**src/rtl/mem_burst_pkg.sv**
```systemverilog
// Shared types and default widths for the burst loader.
// No logic; no latency.
// No backpressure; types only.
package mem_burst_pkg;

  localparam int DW_DEF = 32;
  localparam int AW_DEF = 9;

  typedef enum logic [1:0] {
    IDLE,
    BURST,
    DONE
  } state_t;

endpackage

```
**src/rtl/mem_burst_fifo.sv**
```systemverilog
// Small synchronous FIFO with pointer-based full/empty flags and a combinational head.
// Latency: a pushed word is visible on head the cycle after the push edge.
// Backpressure: push ignored when full, pop ignored when empty; the caller uses full/empty.
module mem_burst_fifo
  import mem_burst_pkg::*;
#(
  parameter int DW         = DW_DEF,
  parameter int FIFO_DEPTH = 4
) (
  input  logic          clk,
  input  logic          nreset,
  input  logic          push,
  input  logic [DW-1:0] wdata,
  input  logic          pop,
  output logic [DW-1:0] head,
  output logic          full,
  output logic          empty
);

  localparam int PW = $clog2(FIFO_DEPTH);
  localparam logic [PW:0] PTR_ONE = {{PW{1'b0}}, 1'b1};

  logic [DW-1:0] mem_q [FIFO_DEPTH];
  logic [PW:0]   wr_ptr_q, wr_ptr_d;
  logic [PW:0]   rd_ptr_q, rd_ptr_d;
  logic          do_push;
  logic          do_pop;

  // Pointers carry an extra wrap bit so equal indices can be told apart as full or empty.
  always_comb begin
    empty    = (wr_ptr_q == rd_ptr_q);
    full     = (wr_ptr_q[PW] != rd_ptr_q[PW]) && (wr_ptr_q[PW-1:0] == rd_ptr_q[PW-1:0]);
    do_push  = push && !full;
    do_pop   = pop && !empty;
    wr_ptr_d = do_push ? (wr_ptr_q + PTR_ONE) : wr_ptr_q;
    rd_ptr_d = do_pop  ? (rd_ptr_q + PTR_ONE) : rd_ptr_q;
    head     = mem_q[rd_ptr_q[PW-1:0]];
  end

  // Pointer registers; reset empties the FIFO.
  always_ff @(posedge clk or negedge nreset) begin
    if (!nreset) begin
      wr_ptr_q <= '0;
      rd_ptr_q <= '0;
    end else begin
      wr_ptr_q <= wr_ptr_d;
      rd_ptr_q <= rd_ptr_d;
    end
  end

  // Storage needs no reset: a slot is only read after it has been written.
  always_ff @(posedge clk) begin
    if (do_push) begin
      mem_q[wr_ptr_q[PW-1:0]] <= wdata;
    end
  end

endmodule

```
**src/rtl/mem_burst_loader.sv**
```systemverilog
// Burst write loader: takes a command plus a beat stream and issues sequential memory writes.
// Latency: two cycles from an accepted beat to mem_w with an empty FIFO; one write per cycle sustained.
// Backpressure: beats stall on a full FIFO or once the burst count is reached; writes hold while mem_ready is low.
module mem_burst_loader
  import mem_burst_pkg::*;
#(
  parameter int DW         = DW_DEF,
  parameter int AW         = AW_DEF,
  parameter int LW         = 8,
  parameter int FIFO_DEPTH = 4
) (
  input  logic          clk,
  input  logic          nreset,
  input  logic          cmd_valid,
  output logic          cmd_ready,
  input  logic [AW-1:0] cmd_addr,
  input  logic [LW-1:0] cmd_len,
  input  logic          cmd_incr,
  input  logic          wvalid,
  output logic          wready,
  input  logic [DW-1:0] wdata,
  output logic          mem_w,
  output logic [AW-1:0] mem_addr,
  output logic [DW-1:0] mem_data,
  input  logic          mem_ready,
  output logic          busy,
  output logic          done
);

  localparam logic [LW:0] CNT_ONE = {{LW{1'b0}}, 1'b1};

  state_t        state_q, state_d;
  logic [AW-1:0] cur_addr_q, cur_addr_d;
  logic [LW:0]   total_q, total_d;
  logic [LW:0]   in_cnt_q, in_cnt_d;
  logic [LW:0]   out_cnt_q, out_cnt_d;
  logic          incr_q, incr_d;
  logic          mem_w_q, mem_w_d;
  logic [AW-1:0] mem_addr_q, mem_addr_d;
  logic [DW-1:0] mem_data_q, mem_data_d;

  logic          fifo_push;
  logic          fifo_pop;
  logic [DW-1:0] fifo_head;
  logic          fifo_full;
  logic          fifo_empty;

  mem_burst_fifo #(
    .DW         (DW),
    .FIFO_DEPTH (FIFO_DEPTH)
  ) u_fifo (
    .clk    (clk),
    .nreset (nreset),
    .push   (fifo_push),
    .wdata  (wdata),
    .pop    (fifo_pop),
    .head   (fifo_head),
    .full   (fifo_full),
    .empty  (fifo_empty)
  );

  // Next-state, handshakes and the registered write stage.
  always_comb begin
    state_d    = state_q;
    cur_addr_d = cur_addr_q;
    total_d    = total_q;
    in_cnt_d   = in_cnt_q;
    out_cnt_d  = out_cnt_q;
    incr_d     = incr_q;
    mem_w_d    = mem_w_q;
    mem_addr_d = mem_addr_q;
    mem_data_d = mem_data_q;
    cmd_ready  = 1'b0;
    wready     = 1'b0;
    busy       = 1'b0;
    done       = 1'b0;
    fifo_push  = 1'b0;
    fifo_pop   = 1'b0;

    case (state_q)
      IDLE: begin
        cmd_ready = 1'b1;
        if (cmd_valid) begin
          cur_addr_d = cmd_addr;
          total_d    = {1'b0, cmd_len} + CNT_ONE;
          incr_d     = cmd_incr;
          in_cnt_d   = '0;
          out_cnt_d  = '0;
          state_d    = BURST;
        end
      end

      BURST: begin
        busy      = 1'b1;
        wready    = !fifo_full && (in_cnt_q != total_q);
        fifo_push = wvalid && wready;
        if (fifo_push) begin
          in_cnt_d = in_cnt_q + CNT_ONE;
        end
        // The output register may reload whenever it is empty or its write is being taken.
        fifo_pop = !fifo_empty && (!mem_w_q || mem_ready);
        if (fifo_pop) begin
          mem_w_d    = 1'b1;
          mem_addr_d = cur_addr_q;
          mem_data_d = fifo_head;
          cur_addr_d = cur_addr_q + {{(AW-1){1'b0}}, incr_q};
          out_cnt_d  = out_cnt_q + CNT_ONE;
        end else if (mem_w_q && mem_ready) begin
          mem_w_d = 1'b0;
          if (out_cnt_q == total_q) begin
            state_d = DONE;
          end
        end
      end

      DONE: begin
        busy    = 1'b1;
        done    = 1'b1;
        state_d = IDLE;
      end

      default: state_d = IDLE;
    endcase
  end

  // State and datapath registers; reset drops any write in flight.
  always_ff @(posedge clk or negedge nreset) begin
    if (!nreset) begin
      state_q    <= IDLE;
      cur_addr_q <= '0;
      total_q    <= '0;
      in_cnt_q   <= '0;
      out_cnt_q  <= '0;
      incr_q     <= 1'b0;
      mem_w_q    <= 1'b0;
      mem_addr_q <= '0;
      mem_data_q <= '0;
    end else begin
      state_q    <= state_d;
      cur_addr_q <= cur_addr_d;
      total_q    <= total_d;
      in_cnt_q   <= in_cnt_d;
      out_cnt_q  <= out_cnt_d;
      incr_q     <= incr_d;
      mem_w_q    <= mem_w_d;
      mem_addr_q <= mem_addr_d;
      mem_data_q <= mem_data_d;
    end
  end

  assign mem_w    = mem_w_q;
  assign mem_addr = mem_addr_q;
  assign mem_data = mem_data_q;

endmodule

```
**config.mk**
```make
export PLATFORM = sky130hd
export DESIGN_NAME = mem_burst_loader
export DESIGN_NICKNAME = d
export VERILOG_FILES = /design/src/rtl/mem_burst_pkg.sv /design/src/rtl/mem_burst_fifo.sv /design/src/rtl/mem_burst_loader.sv
export SDC_FILE = /design/constraint.sdc
export NUM_CORES = 1
export LEC_CHECK = 0
export ABC_AREA = 1
export CAP_MARGIN = 0
export CORE_ASPECT_RATIO = 0.75
export CORE_MARGIN = 4
export CORE_UTILIZATION = 55
export DETAILED_ROUTE_END_ITERATION = 12
export PLACE_DENSITY_LB_ADDON = 0.12
export SLEW_MARGIN = 20
export SYNTH_ARGS = -nofsm -noshare
export SYNTH_HDL_FRONTEND = slang
export SYNTH_HIERARCHICAL = 1
export SYNTH_SLANG_ARGS = --single-unit
```
**constraint.sdc**
```tcl
create_clock -name clk -period 3.95 [get_ports clk]
set_clock_uncertainty 0.15 [all_clocks]
set_input_delay 0.79 -clock clk [delete_from_list [all_inputs] [get_ports clk]]
set_output_delay 0.79 -clock clk [all_outputs]
set_load 0.005 [all_outputs]
```
Yosys cells after proc, flatten, opt, wreduce, memory -nomap -nowiden
Memory sizes are Yosys's and may differ from the RTL's. A register that Yosys moved wholly into a read port is not among the register bits.
Cells that the tools add are included.
{"block": "classes", "n_mux": 23, "eq_ne": 13, "n_addsub": 6, "n_reduce_logical": 22}
{"operator": "9-bit case mux with 2 select lines", "count": 3}
{"operator": "9-bit two-way mux", "count": 5}
{"operator": "9-bit by 1-bit adder with 9-bit output (second input constant)", "count": 2}
{"operator": "2-bit inequality test (second input constant)", "count": 6}
{"operator": "1-bit two-way mux", "count": 10}
{"operator": "8-bit by 1-bit adder with 9-bit output (second input constant)", "count": 1}
{"operator": "9-bit by 1-bit adder with 9-bit output", "count": 1}
{"operator": "9-bit equality test", "count": 1}
{"operator": "9-bit inequality test", "count": 1}
{"operator": "2-bit two-way mux", "count": 4}
{"operator": "1-bit logical AND", "count": 7}
{"operator": "3-bit by 1-bit adder with 3-bit output (second input constant)", "count": 2}
{"operator": "2-bit AND reduction", "count": 3}
{"operator": "3-bit AND reduction", "count": 2}
{"operator": "1-bit logical NOT", "count": 4}
{"operator": "2-bit case mux with 2 select lines", "count": 1}
{"operator": "4-bit AND reduction", "count": 1}
{"operator": "2-bit nonzero test", "count": 2}
{"operator": "3-bit equality test", "count": 1}
{"operator": "2-bit by 1-bit equality test with 1-bit output (second input constant)", "count": 1}
{"operator": "2-bit equality test", "count": 1}
{"operator": "2-bit equality test (second input constant)", "count": 1}
{"operator": "2-bit logical NOT", "count": 1}
{"operator": "2-bit OR reduction", "count": 1}
{"operator": "other kinds (2)", "count": 2}
{"block": "totals", "wordCells": 75, "ramBits": 128, "inputBits": 55, "regBits": 55, "n_memories": 1}
{"memory": "u_fifo.mem_q", "words": 4, "width": 32, "rd": 1, "rd_ports_with_merged_regs": 1, "wr": 1, "line_no": "mem_burst_fifo.sv:23", "rtl": "logic [DW-1:0] mem_q [FIFO_DEPTH];"}

Depth between registers and ports, before layout
Gate-level depths: netlist of run 1.
{"block": "depth", "depth_word": 9, "mapped_depth": 14, "depth_no_buf": 14}

By module
Netlist of run 1, hierarchy kept.
{"module": "mem_burst_fifo", "area_per_inst_um2": 5170.0, "cells_per_inst": 370, "instances": 1}
{"module": "mem_burst_loader", "area_per_inst_um2": 3980.1, "cells_per_inst": 506, "instances": 1}

Worst setup path before layout of run 1
No wires, ideal clock.
{"block": "synth_timing", "kind": "register to register", "from": "register u_fifo.rd_ptr_q[0]", "to": "memory u_fifo/mem_q[1][0] (netlist name), enable pin", "setup_ps": 421, "path_stages_with_launch": 10, "synth_period_minus_slack_ps": 3298, "path_slack_ps": 652, "arrival_time_ps": 2727, "required_time_ps": 3379, "path_cell_list": "dfrtp_1 buf_6 xnor2_4 nand3_4 inv_1 inv_1 nand3_1 nor2_1 nand2_4 nor2_1"}
{"block": "synth_between", "elab_chain_len": 9}
{"element": "from (decl)", "line_no": "mem_burst_fifo.sv:25", "rtl": "logic [PW:0] rd_ptr_q, rd_ptr_d;"}
{"element": "from (signal assigned)", "line_no": "mem_burst_fifo.sv:47", "rtl": "rd_ptr_q <= rd_ptr_d;"}
{"element": "2-bit equality test", "line_no": "mem_burst_fifo.sv:32", "rtl": "full = (wr_ptr_q[PW] != rd_ptr_q[PW]) && (wr_ptr_q[PW-1:0] == rd_ptr_q[PW-1:0]);"}
{"element": "1-bit logical AND", "line_no": "mem_burst_fifo.sv:32"}
{"element": "net fifo_full", "line_no": "mem_burst_loader.sv:45", "rtl": "logic fifo_full;"}
{"element": "1-bit logical NOT", "line_no": "mem_burst_loader.sv:95", "rtl": "wready = !fifo_full && (in_cnt_q != total_q);"}
{"element": "1-bit logical AND", "line_no": "mem_burst_loader.sv:95"}
{"element": "1-bit logical AND", "line_no": "mem_burst_loader.sv:96", "rtl": "fifo_push = wvalid && wready;"}
{"element": "1-bit two-way mux", "line_no": "mem_burst_loader.sv:80", "rtl": "case (state_q)"}
{"element": "net fifo_push", "line_no": "mem_burst_loader.sv:42", "rtl": "logic fifo_push;"}
{"element": "1-bit logical AND", "line_no": "mem_burst_fifo.sv:33", "rtl": "do_push = push && !full;"}
{"element": "1-bit two-way mux", "line_no": "mem_burst_fifo.sv:53", "rtl": "if (do_push) begin"}
{"element": "1-bit two-way mux (not written as such)", "line_no": "mem_burst_fifo.sv:54", "rtl": "mem_q[wr_ptr_q[PW-1:0]] <= wdata;"}
{"element": "to (decl)", "line_no": "mem_burst_fifo.sv:23"}
The timed path passes the listed nets, and every way through them passes these cells.

Final worst setup path of run 1
{"block": "layout_timing", "from": "register u_fifo.rd_ptr_q[1]", "to": "output port wready"}
{"block": "layout_between", "elab_chain_len": 5}
{"element": "2-bit equality test", "line_no": "mem_burst_fifo.sv:32"}
{"element": "1-bit logical AND", "line_no": "mem_burst_fifo.sv:32"}
{"element": "net fifo_full", "line_no": "mem_burst_loader.sv:45"}
{"element": "1-bit logical NOT", "line_no": "mem_burst_loader.sv:95"}
{"element": "1-bit logical AND", "line_no": "mem_burst_loader.sv:95"}
{"element": "1-bit two-way mux", "line_no": "mem_burst_loader.sv:80"}
{"element": "to (decl)", "line_no": "mem_burst_loader.sv:20", "rtl": "output logic wready,"}
The timed path passes the listed nets, and every way through them passes these cells.

==> flow_summary_export.csv, run 1 <==
group,metric,value,unit
detailed_routing,drc_errors,0,
critical_path,rr_startpoint,"u_fifo/rd_ptr_q[1]$_DFFE_PN0P_",
timing,worstMarginPinSlew,1050,ps
critical_path,crit_required,3010,ps
place,dp_hpwl,12290,um
timing,rsz0062_at_grt,"no",
clock_tree,cts_tree,"done",
grt,antenna_found_initial,0,
clock_tree,cts_inserted_buffers,21,
detailed_routing,drt_wl_total,19650,um
logic_synthesis,synth_top_flop_cell,"edfxtp_1",
logic_synthesis,syn_area,9150,um^2
grt,grt.overflow.total,0,
cells_and_area,drive_above_1_share,6.680,%
place,place_congestion,0.8810,
timing,fin_setup_tns,0,ps
logic_synthesis,synth_top_area_cell,"edfxtp_1",
floorplanning,die_height,119.7,um
logic_synthesis,ys_warn_count,6,
critical_path,cp_max_fo,33,
detailed_routing,vias_per_cell,5.367,
critical_path,cp_cell_sequence,"inv_2 > nand2_1 > nand2_1 > nand3_4 > inv_1 > inv_1 > nand2_1 > nor2_1 > clkdlybuf4s50_1",
timing,timing.final.crit_share,85.03,%
worst_hold_path,hold_path_class,"in2async",
floorplanning,coreArea,16170,um^2
logic_synthesis,syn-num-nets,944,
pwr,p_total,7.872,mW
grt,grt_first_pass_wirelength,32030,um
pwr,power.leakage,4.477,nW
detailed_routing,drt-wirelength-per-cell,16.40,um
floorplanning,die_x,156.9,um
floorplanning,io-pin-count,101,
clock_tree,cts-resized-gates,0,
floorplanning,die-area,18790,um^2
clock_tree,post_cts_buffers,0,
critical_path,reg2regPathDepth,11,
detailed_routing,ant_nets,0,
clock_tree,cts_hold_buf,0,
cells_and_area,diodes,0,
logic_synthesis,avgSynthCellArea,10.45,um^2
clock_tree,clk_pin_slew,70,ps
detailed_routing,drt_iter0_markers,582,
status,outcome,"finished clean",
detailed_routing,vias,6430,
critical_path,crit_path_start_kind,"register",
timing,drv_slew,0,
detailed_routing,met2WireLength,8311,um
detailed_routing,wl_met3,1145,um
detailed_routing,routedLengthMet1,9899,um
grt,grt_max_degree,68,
grt,grt_use_total,21.27,%
clock_tree,insertion_delay,480,ps
logic_synthesis,netlist_top_cells_area,"edfxtp_1, dfrtp_1, nand2_1, o21ai_0, nor2_1",
cells_and_area,nets,1042,
pwr,peakVddDrop,0.3665,mV
critical_path,cpPeakStageDelay,450,ps
timing,clock.fmax,297.7,MHz
critical_path,arrival,2420,ps
cells_and_area,layout.cells.most_common,"nand2_1",
flow_run,maxCapViolations,0,
critical_path,path_class,"reg2out",
clock_tree,cts_buffer_depth,3,
floorplanning,core.rowCount,40,
cells_and_area,area_delta_synth_final,20.50,%
timing,slew_headroom,29.90,%
critical_path,worst_path_most_repeated_cell,"nand2_1",
timing,final_hold_viol_count,0,
critical_path,worst_setup_path_end_kind,"primary output",
logic_synthesis,synth-seq-cells,215,
logic_synthesis,synth.distinct_cells,36,
critical_path,crit_slowest_cell,"inv_2",
floorplanning,floorplan.initialDensity,56.60,%
critical_path,worstSetupStartpoint,"u_fifo/rd_ptr_q[1]$_DFFE_PN0P_",
critical_path,r2r-end,"u_fifo/mem_q[0][18]$_DFFE_PP_",
grt,grt_pass1_vias,6035,
cells_and_area,fill_cells,1227,
logic_synthesis,synthArstFlopShare,40.47,%
logic_synthesis,synth_top_area_share,42.01,%
timing,final.min_clock_period,3359,ps
clock_tree,root_buffer,"clkbuf_16",
logic_synthesis,synthCells,876,
detailed_routing,firstDrtPassIters,5,
cells_and_area,final_cell_mix,"nand2_1, edfxtp_1, nor2_1, clkdlybuf4s50_1, o21ai_0",
detailed_routing,routed.top_layer,"met4",
clock_tree,clock_sinks,215,
critical_path,r2r_slack,1110,ps
logic_synthesis,synth-edff-count,128,
clock_tree,htreeDepth,1,
logic_synthesis,synth_seq_area_share,65.80,%
critical_path,endpoint,"wready",
timing,setup_violations,0,
pwr,power.density,713.9,nW/um^2
place,port_buffers,100,
-- how the worst min path moves through the flow --
stage                                        start                        to  slack (ps)
final                                       nreset  mem_data[25]$_DFFE_PN0P_         190
after global routing                        nreset  mem_data[29]$_DFFE_PN0P_         230
after CTS                                   nreset  mem_data[25]$_DFFE_PN0P_         210
after detailed placement  mem_data[27]$_DFFE_PN0P_  mem_data[27]$_DFFE_PN0P_         310
after global placement     mem_data[3]$_DFFE_PN0P_   mem_data[3]$_DFFE_PN0P_         300
after floorplan                 incr_q$_DFFE_PN0P_        incr_q$_DFFE_PN0P_         300
-- critical path: cells and delay by family, from the launching register on --
kind | cells | cell delay, ps
and+or+nand+nor | 5 | 510
DFF | 1 | 390
buffers and inverters | 4 | 1040
-- metal layers --
| layer | track usage [%] | vias up |
|---|---|---|
| met2 | 29.53 | 175 |
| met1 | 35.58 | 3084 |
| met4 | 4.228 | 0 |
| met3 | 3.136 | 22 |
| met5 | 0 | - |
| li1 | - | 3149 |
-- final cells by class --
class / count / area (um^2) / area share [%]
sequential: 215 / 6022 / 54.62
multi-input combinational: 571 / 2788 / 25.28
timing repair buffer: 111 / 1081 / 9.805
clock buffer: 28 / 571.8 / 5.186
tap: 210 / 262.8 / 2.383
inverter: 54 / 205.2 / 1.861
clock inverter: 9 / 95.09 / 0.8625
-- per-stage QoR --
stage / cell area [um^2] / hold WS [ps] / cells / setup slack, ps / utilization [%]
2_1_floorplan: 9150 / 302.8 / 876 / 652.1 / -
3_3_place_gp: 10360 / 303.5 / 1161 / 993.8 / 64.08
3_5_place_dp: 10360 / 307.6 / 1161 / 952.3 / 64.08
4_1_cts: 11030 / 206.5 / 1198 / 565.8 / 68.20
5_1_grt: 11030 / 229.3 / 1198 / 385.4 / 68.20
6_report: 11030 / 189.5 / 1198 / 591.4 / 68.20
-- power breakdown --
group	leakage [nW]	internal, mW	switching, mW	total (mW)
registers	2.25	2.88	0.299	3.18
logic	1.90	1.10	1.65	2.75
clock network	0.328	1.15	0.799	1.95
total	4.48	5.12	2.75	7.87
-- cells in the mapped netlist, types with 2 or more instances --
library cell	n
xor2_1	12
dfrtp_1	87
or2_2	3
inv_1	49
a31oi_1	3
nor3_1	6
xnor2_1	6
ha_1	13
nand2_4	2
nor2_1	106
edfxtp_1	128
o21ai_0	90
nand2_2	4
clkbuf_1	19
buf_2	13
buf_4	2
o22ai_1	36
nand3_1	35
inv_2	3
nand2_1	222
a21oi_1	22
-- sequential cells by signal (all words and copies together) (netlist names) --
name / cells
mem_addr: 9
mem_data: 32
incr_q: 1
u_fifo/mem_q: 128
out_cnt_q: 9
mem_w: 1
total_q: 9
u_fifo/rd_ptr_q: 3
u_fifo/wr_ptr_q: 3
cur_addr_q: 9
in_cnt_q: 9
state_q: 2
-- cell families after synthesis --
logic type                 count (synthesis)  synth area share, %
and+or+nand+nor                          384                17.12
buffers and inverters                     90                4.061
xor gates and xnor gates                  19                2.024
DFF                                      215                65.80
AOI/OAI and AO/OA                        155                9.217
adders and majority gates                 13                1.778
No activity file was read; power rests on OpenSTA's default activity.
==> run 2: changes to the inputs <==
Settings changed: CAP_MARGIN 0 to 30, CORE_UTILIZATION 55 to 40, DONT_BUFFER_PORTS set to 1.
==> run 2 against run 1 <==
  * Non-clock buffer count down 98
  * Critical path type is now reg2reg
  * Highest routed layer unchanged
  * Clock-buffer cell count up 5
  * Flip-flop and latch count unchanged
  * Wire length up 7.5%
  * Final cell count down 0.75%
  * Largest cell class unchanged
  * Combinational power down 18%
==> flow_summary_export.csv, run 2 (synthesis gave the netlist of run 1 again) <==
group,metric,value,unit
critical_path,endpoint,"u_fifo/mem_q[1][26]$_DFFE_PP_",
detailed_routing,ant_nets,0,
critical_path,cp_cell_sequence,"inv_2 > nand2_1 > nand2_1 > nand3_4 > inv_1 > inv_1 > nand3_1 > nor2_1 > nand2_4 > nor2_4 > buf_4",
critical_path,arrival,2980,ps
pwr,power.density,734.6,nW/um^2
floorplanning,die-area,25380,um^2
timing,slew_headroom,44.47,%
flow_run,maxCapViolations,0,
cells_and_area,nets,946,
timing,clock.fmax,341.5,MHz
place,port_buffers,0,
critical_path,reg2regPathDepth,11,
critical_path,crit_required,4000,ps
critical_path,cpPeakStageDelay,580,ps
critical_path,rr_startpoint,"u_fifo/rd_ptr_q[1]$_DFFE_PN0P_",
timing,final.min_clock_period,2928,ps
cells_and_area,fin_util,45.83,%
timing,fin_setup_tns,0,ps
critical_path,worst_setup_path_end_kind,"register",
critical_path,crit_slowest_cell,"dfrtp_1",
grt,grt_first_pass_wirelength,33550,um
cells_and_area,layout.cells.most_common,"nand2_1",
timing,drv_slew,0,
clock_tree,cts_inserted_buffers,23,
timing,worstMarginPinSlew,831.7,ps
timing,final_hold_viol_count,0,
timing,timing.final.crit_share,74.13,%
cells_and_area,largest_reg_flops,128,
detailed_routing,vias,6088,
critical_path,crit_path_start_kind,"register",
timing,setup_violations,0,
cells_and_area,area_delta_synth_final,11.62,%
cells_and_area,fill_cells,2074,
floorplanning,core.rowCount,47,
grt,grt_use_total,16.42,%
clock_tree,root_buffer,"clkbuf_16",
detailed_routing,firstDrtPassIters,5,
critical_path,r2r_slack,1020,ps
grt,grt_pass1_vias,5908,
clock_tree,htreeDepth,1,
clock_tree,cts_buffer_depth,3,
status,outcome,"finished clean",
grt,grt.overflow.total,0,
floorplanning,die_height,139.0,um
pwr,peakVddDrop,0.3204,mV
clock_tree,insertion_delay,510,ps
critical_path,cp_max_fo,20,
clock_tree,clock_sinks,215,
clock_tree,post_cts_buffers,0,
critical_path,r2r-end,"u_fifo/mem_q[1][26]$_DFFE_PP_",
floorplanning,die_x,182.6,um
clock_tree,cts_tree,"done",
detailed_routing,vias_per_cell,5.120,
grt,grt_max_degree,88,
place,place_congestion,0.7935,
floorplanning,floorplan.initialDensity,41.05,%
cells_and_area,final_cell_mix,"nand2_1, edfxtp_1, nor2_1, o21ai_0, dfrtp_1",
floorplanning,coreArea,22290,um^2
grt,antenna_found_initial,0,
critical_path,path_class,"reg2reg",
detailed_routing,drc_errors,0,
critical_path,worstSetupStartpoint,"u_fifo/rd_ptr_q[1]$_DFFE_PN0P_",
worst_hold_path,hold_path_class,"in2async",
timing,setup_slack,1022,ps
clock_tree,clk_pin_slew,60,ps
timing,rsz0062_at_grt,"no",
detailed_routing,drt_wl_total,21120,um
place,dp_slack,983.4,ps
detailed_routing,drt-wirelength-per-cell,17.76,um
detailed_routing,drt_iter0_markers,470,
pwr,power.leakage,4.131,nW
place,dp_hpwl,13950,um
cells_and_area,diodes,0,
cells_and_area,drive_above_1_share,7.821,%
floorplanning,io-pin-count,101,
-- run 2: cell count changes in the layout (fill, tap and decap cells not counted), sizes merged, moves of 2 or more --
cell | previous run | this run
clkdlybuf4s50 | 99 | 0
clkbuf | 28 | 33
clkinv | 9 | 7
inv | 52 | 54
-- run 2: power by group --
part / leakage, nW / internal (mW) / total (mW) / switching, mW
registers: 2.25 / 2.88 / 3.23 / 0.352
logic: 1.54 / 0.719 / 2.26 / 1.54
clock network: 0.339 / 1.17 / 2.01 / 0.843
-- run 2: final cells by class --
cell class	count	area (um^2)	share of cell area, %
Clock buffer	33	623.1	6.101
Clock inverter	9	77.57	0.7595
Inverter	54	205.2	2.009
Multi-Input combinational cell	571	2788	27.29
Sequential cell	215	6022	58.96
Tap cell	294	367.9	3.602
Timing Repair Buffer	13	130.1	1.274
-- run 2: worst min path at each step --
stage	from	end	slack (ps)	depth (start not counted)
after floorplan	incr_q$_DFFE_PN0P_	incr_q$_DFFE_PN0P_	300	2
after global placement	cur_addr_q[3]$_DFFE_PN0P_	cur_addr_q[3]$_DFFE_PN0P_	330	1
after detailed placement	cur_addr_q[3]$_DFFE_PN0P_	cur_addr_q[3]$_DFFE_PN0P_	330	1
after CTS	nreset	mem_data[23]$_DFFE_PN0P_	60	1
after global routing	nreset	mem_data[23]$_DFFE_PN0P_	50	1
final	nreset	mem_data[23]$_DFFE_PN0P_	40	1
-- run 2: per-layer routing --
metal,share of wire [%],global-route usage [%]
met5,0,0
met3,6.8,4.483
met4,1.9,3.790
met2,42,22.82
met1,50,25.58
-- run 2: critical path: cells and delay by family (launching register included) --
family | cells | cell delay, ps
buf+inv | 4 | 460
simple gates | 7 | 1430
flops | 1 | 580
-- run 2: stage by stage --
| step | instances | instance area, um^2 | hold WS, ps | total power [mW] |
|---|---|---|---|---|
| floorplan | 876 | 9150 | 302.8 | 4.898 |
| global placement | 1145 | 9465 | 328.5 | 5.481 |
| detailed placement | 1146 | 9485 | 331.2 | 5.556 |
| CTS | 1189 | 10210 | 63.34 | 7.620 |
| global route | 1189 | 10210 | 54.78 | 8.077 |
| finish | 1189 | 10210 | 37.86 | 7.503 |
-- run 2: repair_timing --
| item | CTS | global route |
|---|---|---|
| resized for setup | 0 | 0 |
| hold endpoints to repair | 87 | 0 |
| hold buffers | 1 | 0 |
==> run 3: changes to the inputs <==
Clock period 3.95 ns to 3 ns, I/O delays scaled along.
==> run 3 against run 2 <==
  * Hold slack gained 7.2 ps
  * Non-clock buffer count is 2 higher
  * Global-route usage rose by 0.19 points
  * Fmax is 11% higher
  * Sequential share of layout area fell by 0.60 points
  * Largest cell class unchanged
  * Largest power group unchanged
==> flow_summary_export.csv, run 3 (synthesis gave the netlist of run 1 again) <==
group,metric,value,unit
status,outcome,"finished clean",
critical_path,cp_max_fo,21,
detailed_routing,ant_nets,0,
clock_tree,htreeDepth,1,
detailed_routing,drc_errors,0,
cells_and_area,multi_input_area,2788,um^2
clock_tree,clock_sinks,215,
timing,fin_setup_tns,0,ps
floorplanning,floorplan.initialDensity,41.05,%
critical_path,arrival,2670,ps
timing,timing.final.crit_share,87.62,%
timing,holdWs,45.02,ps
worst_hold_path,hold_path_class,"in2reg",
grt,grt_first_pass_wirelength,34160,um
pwr,power.density,977.1,nW/um^2
place,placed_cells,1147,
clock_tree,cts_buffer_depth,3,
clock_tree,clk_pin_slew,60,ps
detailed_routing,drt_iter0_markers,520,
timing,setup_violations,0,
critical_path,crit_path_start_kind,"register",
floorplanning,core.rowCount,47,
clock_tree,insertion_delay,500,ps
cells_and_area,area_delta_synth_final,12.77,%
detailed_routing,drt-wirelength-per-cell,17.98,um
clock_tree,cts_inserted_buffers,23,
cells_and_area,drive_above_1_share,8.036,%
grt,antenna_found_initial,0,
critical_path,path_class,"reg2reg",
grt,grt_max_degree,88,
flow_run,maxCapViolations,0,
place,dp_hpwl,13890,um
pwr,peakVddDrop,0.4837,mV
place,dp_slack,386.9,ps
cells_and_area,final_cell_mix,"nand2_1, edfxtp_1, nor2_1, o21ai_0, dfrtp_1",
floorplanning,die_x,182.6,um
timing,setup_slack,371.4,ps
timing,clock.fmax,380.4,MHz
timing,final.min_clock_period,2629,ps
timing,rsz0062_at_grt,"no",
timing,final_hold_viol_count,0,
cells_and_area,layout.cells.most_common,"nand2_1",
cells_and_area,instances_no_fill,1190,
cells_and_area,fill_cells,2084,
cells_and_area,nets,948,
detailed_routing,drt_wl_total,21400,um
clock_tree,post_cts_buffers,0,
detailed_routing,firstDrtPassIters,5,
floorplanning,io-pin-count,101,
cells_and_area,fin_util,46.30,%
grt,grt_pass1_vias,6049,
timing,slew_headroom,55.81,%
clock_tree,cts_tree,"done",
place,place_congestion,0.8221,
timing,drv_slew,0,
floorplanning,die_height,139.0,um
critical_path,worst_setup_path_end_kind,"register",
clock_tree,root_buffer,"clkbuf_16",
detailed_routing,vias_per_cell,5.234,
timing,worstMarginPinSlew,662.9,ps
place,port_buffers,0,
cells_and_area,largest_reg_flops,128,
floorplanning,coreArea,22290,um^2
grt,grt.overflow.total,0,
cells_and_area,seq_area,6022,um^2
detailed_routing,vias,6229,
pwr,power.leakage,4.176,nW
cells_and_area,diodes,0,
critical_path,crit_required,3040,ps
floorplanning,die-area,25380,um^2
grt,grt_use_total,16.61,%
==> run 3: cell count changes in the layout (fill, tap and decap cells not counted) <==
| cell | before | now |
|---|---|---|
| buf_4 | 11 | 9 |
| buf_12 | 1 | 4 |
| inv_6 | 1 | 0 |
| clkinvlp_4 | 1 | 0 |
| clkbuf_8 | 1 | 2 |
| clkinv_1 | 3 | 7 |
| clkbuf_1 | 9 | 3 |
| dlygate4sd3_1 | 0 | 1 |
| bufinv_16 | 1 | 3 |
==> run 3: worst paths after layout <==
path | startpoint | slack (ps) | to | depth (start not counted)
max reg2reg | u_fifo/wr_ptr_q[1]$_DFFE_PN0P_ | 370 | u_fifo/mem_q[3][16]$_DFFE_PP_ | 13
max in group asynchronous | nreset | 1690 | mem_data[31]$_DFFE_PN0P_ | 2
min reg2reg | cur_addr_q[3]$_DFFE_PN0P_ | 340 | cur_addr_q[3]$_DFFE_PN0P_ | 1
min | wdata[5] | 50 | u_fifo/mem_q[0][5]$_DFFE_PP_ | 0
min in group asynchronous | nreset | 630 | u_fifo/wr_ptr_q[1]$_DFFE_PN0P_ | 2
max | u_fifo/wr_ptr_q[1]$_DFFE_PN0P_ | 370 | u_fifo/mem_q[3][16]$_DFFE_PP_ | 13
==> run 3: area by class of cell <==
cell class	instances	area share, %
clock buffers	28	5.954
clock inverters	13	1.322
inverters	54	1.989
multi-input cells	571	27.02
flip-flops and latches	215	58.36
well taps	294	3.565
repair buffers	15	1.795
==> run 3: repair_timing <==
item / 4_1_cts / 5_1_grt
hold buffers: 2 / 0
endpoints found under the hold margin: 87 / 0
resized for setup: 0 / 0
==> run 3: metal layers <==
| metal | track usage (%) | up-vias | part of all wire (%) |
|---|---|---|---|
| li1 | - | 2965 | - |
| met1 | 25.15 | 3061 | 48 |
| met2 | 24.21 | 179 | 42 |
| met3 | 4.483 | 24 | 7.8 |
| met4 | 3.316 | 0 | 1.8 |
| met5 | 0 | - | 0 |
==> run 3: through the flow <==
step	cell area, um^2	power, mW
after floorplan	9150	6.449
after global placement	9530	7.264
after detailed placement	9530	7.339
after CTS	10320	10.22
after global routing	10320	10.82
final	10320	10.08
==> run 3: worst max-delay path, cell delays in order, from the launching register on <==
cell and delay, ps:
dfrtp_1 420, inv_1 100, nand2_1 80, nand2_1 110, nand3_4 140, inv_1 50, inv_1 70, nand3_1 110
nor2_1 300, nand2_1 100, inv_1 80, nand2_1 80, inv_2 260, buf_12 230
==> run 3: power breakdown <==
group	internal, mW	switching, mW
Clock	1.71	1.10
Sequential	3.79	0.466
Combinational	0.961	2.06
Total	6.46	3.63
==> edit 1, RTL diff (settings of run 2) <==
Change the parameter `LW` from 8 to 10.
--- a/src/rtl/mem_burst_loader.sv
+++ b/src/rtl/mem_burst_loader.sv
@@ -7,5 +7,5 @@
   parameter int DW         = DW_DEF,
   parameter int AW         = AW_DEF,
-  parameter int LW         = 8,
+  parameter int LW         = 10,
   parameter int FIFO_DEPTH = 4
 ) (
Interface: changed (resized cmd_len); port bits go from 101 to 103. The function was not compared with the original's and may differ.
==> edit 1 against run 2 <==
Worst setup slack better by 84 ps. Sequential power rose by 3%. Total power increased by 4.9%. Design area grew 5.6%. Routed wire length increased by 6.7%. Sequential cell count grew 6. Synthesized area rose by 5.9%.
==> edit 1: results (changes against run 2) <==
| Parameter | Value | Unit | Change |
| --- | --- | --- | --- |
| Net count of the finished layout | 1024 | - | +8.2% |
| Fraction of registers with async set/reset | 0.421 | - | +0.0162 |
| Arrival time reported for the critical path endpoint | 2850 | ps | -130 ps |
| Maximum vdd ir drop | 0.383 | mV | +20% |
| Synth Area in Adders | 0.0168 | - | -0.000987 |
| Cell variety after synth | 39 | - | +8.3% |
| Outcome | complete, no violations | - |  |
| Layout filler cell count | 2252 | - | +8.6% |
| Minimum setup slack among reg-to-reg paths | 1110 | ps | +80 ps |
| Library cell contributing the largest single delay on the critical path | sky130_fd_sc_hd__dfrtp_1 | - |  |
| Cell types occupying the most area after synthesis | sky130_fd_sc_hd__edfxtp_1 (40%), sky130_fd_sc_hd__dfrtp_1 (24%), sky130_fd_sc_hd__nand2_1 (9.8%), sky130_fd_sc_hd__o21ai_0 (5.0%), sky130_fd_sc_hd__nor2_1 (4.2%) | - |  |
| Via count of the routed design | 6558 | - | +7.7% |
| Rel. slew slack | 0.426 | - | -0.0185 |
| Cell Area, Placed | 0.00997 | mm2 | +5.1% |
| WL per Instance | 17.6 | um | -0.72% |
| Vias in the first global route | 6265 | - | +6.0% |
| Compound-Gate Fraction of Synth Area | 0.0925 | - | +0.000306 |
| Count of inserted antenna diode cells | 0 | - | unchanged |
| Post-synthesis share of cell area spent on xor and xnor gates | 0.0164 | - | -0.00384 |
| Worst stage delay on the critical path | 620 | ps | +40 ps |
| Layout cell share with drive strength beyond 1 | 0.0751 | - | -0.00311 |
| Pin count of the biggest net entering global routing | 94 | - | +6.8% |
| CTS Root Cell | sky130_fd_sc_hd__clkbuf_16 | - |  |
| Worst Hold Class | in2async | - |  |
| Number of instances in the synthesized netlist | 958 | - | +9.4% |
| List of most frequent post-synthesis cells | sky130_fd_sc_hd__nand2_1 (254), sky130_fd_sc_hd__edfxtp_1 (128), sky130_fd_sc_hd__nor2_1 (109) | - |  |
| Biggest fanout along the worst timing path | 24 | - | +20% |
| Global-route wire length before repair | 36700 | um | +9.3% |
| Post-DP HPWL | 14400 | um | +3.2% |
| Total placed cells including tap cells | 1233 | - | +7.6% |
| Overall Global Routing Usage | 0.170 | - | +0.00568 |
| Terminus of the critical flop-to-flop path | u_fifo/mem_q[1][27] | - |  |
| Psw | 2860 | uW | +4.4% |
| Clock buffers created by TritonCTS | 24 | - | +4.3% |
| Shortest clock period the worst path allows after layout | 2840 | ps | -83.6 ps |
| Initial drt markers | 473 | - | +0.64% |
| Weighted congestion reported at the end of routability-driven placement | 0.808 | - | +1.8% |
| Standby leakage power | 0.00438 | uW | +5.9% |
| Non-filler cells, final | 1278 | - | +7.5% |
| Sequential element share of the synthesized area | 0.637 | - | -0.0210 |
| Clock tree sinks | 221 | - | +2.8% |
-- edit 1: cell types whose count changed after synthesis, moves of 3 or more --
cell,run 2,this run
sky130_fd_sc_hd__nand2_1,222,254
sky130_fd_sc_hd__nand4_1,1,6
sky130_fd_sc_hd__nor2_1,106,109
sky130_fd_sc_hd__nor4_1,0,4
sky130_fd_sc_hd__xor2_1,12,7
sky130_fd_sc_hd__a21oi_1,22,18
sky130_fd_sc_hd__inv_1,49,62
sky130_fd_sc_hd__o22ai_1,36,39
sky130_fd_sc_hd__dfrtp_1,87,93
sky130_fd_sc_hd__o21ai_0,90,97
sky130_fd_sc_hd__nor3_2,0,3
-- edit 1: per-stage QoR --
step	hold WS [ps]	utilization	total power [uW]
2_1_floorplan	303	-	5080
3_3_place_gp	326	0.416	5680
3_5_place_dp	331	0.417	5710
4_1_cts	74.0	0.451	7990
5_1_grt	91.9	0.451	8490
6_report	24.7	0.451	7870
-- edit 1: power groups by stage --
stage                     logic (uW)  registers (uW)  clock network [uW]
after global routing            2680            3400                2400
after detailed placement        2320            3390                   0
final                           2310            3340                2220
after global placement          2290            3390                   0
after floorplan                 1820            3260                   0
after CTS                       2360            3350                2290
-- edit 1: worst min path at each step --
| stage | startpoint | to |
|---|---|---|
| 6_report | nreset | mem_data[5] |
| 5_1_grt | nreset | mem_data[5] |
| 4_1_cts | nreset | mem_data[21] |
| 3_5_place_dp | cur_addr_q[3] | cur_addr_q[3] |
| 3_3_place_gp | cur_addr_q[3] | cur_addr_q[3] |
| 2_1_floorplan | incr_q | incr_q |
-- edit 1: area by class of cell --
| type | count | area (um2) | area share |
|---|---|---|---|
| Sequential cell | 221 | 6170 | 0.572 |
| Clock buffer | 34 | 679 | 0.0630 |
| Clock inverter | 10 | 110 | 0.0102 |
| Tap cell | 306 | 383 | 0.0355 |
| Inverter | 66 | 248 | 0.0230 |
| Multi-Input combinational cell | 630 | 3080 | 0.286 |
| Timing Repair Buffer | 11 | 115 | 0.0107 |
-- edit 1: cell families after synthesis --
| kind of cell | after synthesis |
|---|---|
| fa+ha+maj | 13 |
| flops | 221 |
| simple gates | 437 |
| compound gates | 164 |
| xor+xnor | 16 |
| buf+inv | 107 |
-- edit 1: per-layer routing --
metal	GRT usage	vias up	share of wire
met1	0.268	3109	0.51
li1	-	3237	-
met5	0	-	0
met4	0.0344	0	0.016
met2	0.234	190	0.40
met3	0.0469	22	0.075
==> edit 2, RTL diff (config.mk and constraints of run 2) <==
Made on the original files. Take the reset off `cur_addr_q` and load it in a clocked block of its own.
--- a/src/rtl/mem_burst_loader.sv
+++ b/src/rtl/mem_burst_loader.sv
@@ -128,5 +128,4 @@
     if (!nreset) begin
       state_q    <= IDLE;
-      cur_addr_q <= '0;
       total_q    <= '0;
       in_cnt_q   <= '0;
@@ -138,5 +137,4 @@
     end else begin
       state_q    <= state_d;
-      cur_addr_q <= cur_addr_d;
       total_q    <= total_d;
       in_cnt_q   <= in_cnt_d;
@@ -149,4 +147,8 @@
   end
 
+  always_ff @(posedge clk) begin
+    cur_addr_q <= cur_addr_d;
+  end
+
   assign mem_w    = mem_w_q;
   assign mem_addr = mem_addr_q;
Formal check against the unedited RTL: no difference found for any inputs over 4 cycles, from zero or initial values and one cycle with nreset low; that may be too few to reach the edited logic, so the function may still have changed.
==> edit 2 against run 2 <==
Count of clock-buffer cells in the layout decreased by 3. Routed wire length decreased by 3.3%. First-iteration DRC count is 1.5% lower. Highest routed layer unchanged. Synthesized area fell by 0.44%. Critical path type unchanged. Largest power group unchanged. Total power fell by 0.89%. Worst setup slack got worse by 97 ps. Synthesized cell count shrank 1.7%. Largest cell class unchanged. Sequential power grew 2%. Critical path depth did not move. Design area shrank 0.71%. Sequential cell count stayed put.
==> edit 2: results (changes against run 2) <==
| Parameter | Value | Unit | Change |
| --- | --- | --- | --- |
| Cell types occupying the most area after synthesis | sky130_fd_sc_hd__edfxtp_1 (45%), sky130_fd_sc_hd__dfrtp_1 (21%), sky130_fd_sc_hd__nand2_1 (9.7%), sky130_fd_sc_hd__o21ai_0 (4.9%), sky130_fd_sc_hd__nor2_1 (4.2%) | - |  |
| Int Power | 4740 | uW | -0.57% |
| Worst stage delay on the critical path | 680 | ps | +100 ps |
| Outcome | complete, no violations | - |  |
| DRT Pass-1 Iters | 4 | - | -1 |
| Maximum vdd ir drop | 0.418 | mV | +31% |
| Pin count of the biggest net entering global routing | 79 | - | -10% |
| List of most frequent post-synthesis cells | sky130_fd_sc_hd__nand2_1 (236), sky130_fd_sc_hd__edfxtp_1 (137), sky130_fd_sc_hd__nor2_1 (102) | - |  |
| WL per Instance | 17.4 | um | -1.8% |
| Vias in the first global route | 5867 | - | -0.69% |
| Overall Global Routing Usage | 0.162 | - | -0.00215 |
| Biggest fanout along the worst timing path | 21 | - | +5.0% |
| Layout cell share with drive strength beyond 1 | 0.0775 | - | -0.000675 |
| Standby leakage power | 0.00410 | uW | -0.76% |
| Via count of the routed design | 5844 | - | -4.0% |
| Final wirelength | 20400 | um | -3.3% |
| Syn Area/Cell | 10.6 | um2 | +1.3% |
| Pwr dens | 733 | mW/mm2 | -0.18% |
| Clock buffers created by TritonCTS | 22 | - | -4.3% |
| Net count of the finished layout | 929 | - | -1.8% |
| Cell variety after synth | 33 | - | -8.3% |
| Number of buffers inserted by hold repair at cts | 1 | - | unchanged |
| Global-route wire length before repair | 33200 | um | -1.2% |
| Post-DP HPWL | 13100 | um | -6.0% |
| Total placed cells including tap cells | 1130 | - | -1.4% |
| Share of power burned in registers | 0.443 | - | +0.012 |
[edit 2: cell families after synthesis]
logic type,Yosys count,share of synthesized area
compound gates,141,0.0843
buf+inv,83,0.0378
simple gates,389,0.173
xor+xnor,20,0.0213
flops,215,0.666
fa+ha+maj,13,0.0179
[edit 2: per-layer routing]
layer	wire length, um	vias up	track usage
met4	322	0	0.0324
met1	10000	2796	0.243
met5	0	-	0
met2	8680	122	0.239
met3	1400	23	0.0443
li1	-	2903	-
[edit 2: worst max-delay path, delay by kind of cell, from the launching register on]
family,cells,cell delay (ps)
buffers and inverters,4,580
AND/OR/NAND/NOR,7,1260
flip-flops,1,680
[edit 2: area by class of cell]
class                           count  area, um2
Tap cell                          294        368
Sequential cell                   215       6070
Timing Repair Buffer               11        103
Fill cell                        2083      12100
Multi-Input combinational cell    563       2730
Clock inverter                     10       80.1
Clock buffer                       30        612
Inverter                           48        181
[edit 2: final timing paths]
check / startpoint / to / slack (ps) / depth (start not counted)
worst min register to register: mem_data[27] / mem_data[27] / 350 / 2
worst max register to register: u_fifo/rd_ptr_q[1] / u_fifo/mem_q[0][2] / 920 / 11
min in group clk: wdata[26] / u_fifo/mem_q[0][26] / 230 / 0
worst max-delay path: u_fifo/rd_ptr_q[1] / u_fifo/mem_q[0][2] / 920 / 11
worst min-delay path: nreset / mem_data[28] / 1 / 1
max in group asynchronous: nreset / u_fifo/rd_ptr_q[0] / 3220 / 1
[edit 2: stage by stage]
step | worst slack, ps | instance area (um2) | utilization | hold slack (ps)
6_report | 925 | 10100 | 0.456 | 1.30
5_1_grt | 596 | 10100 | 0.456 | 57.4
4_1_cts | 864 | 10100 | 0.456 | 42.2
3_5_place_dp | 887 | 9420 | 0.424 | 344
3_3_place_gp | 988 | 9420 | 0.424 | 341
2_1_floorplan | 529 | 9110 | - | 303
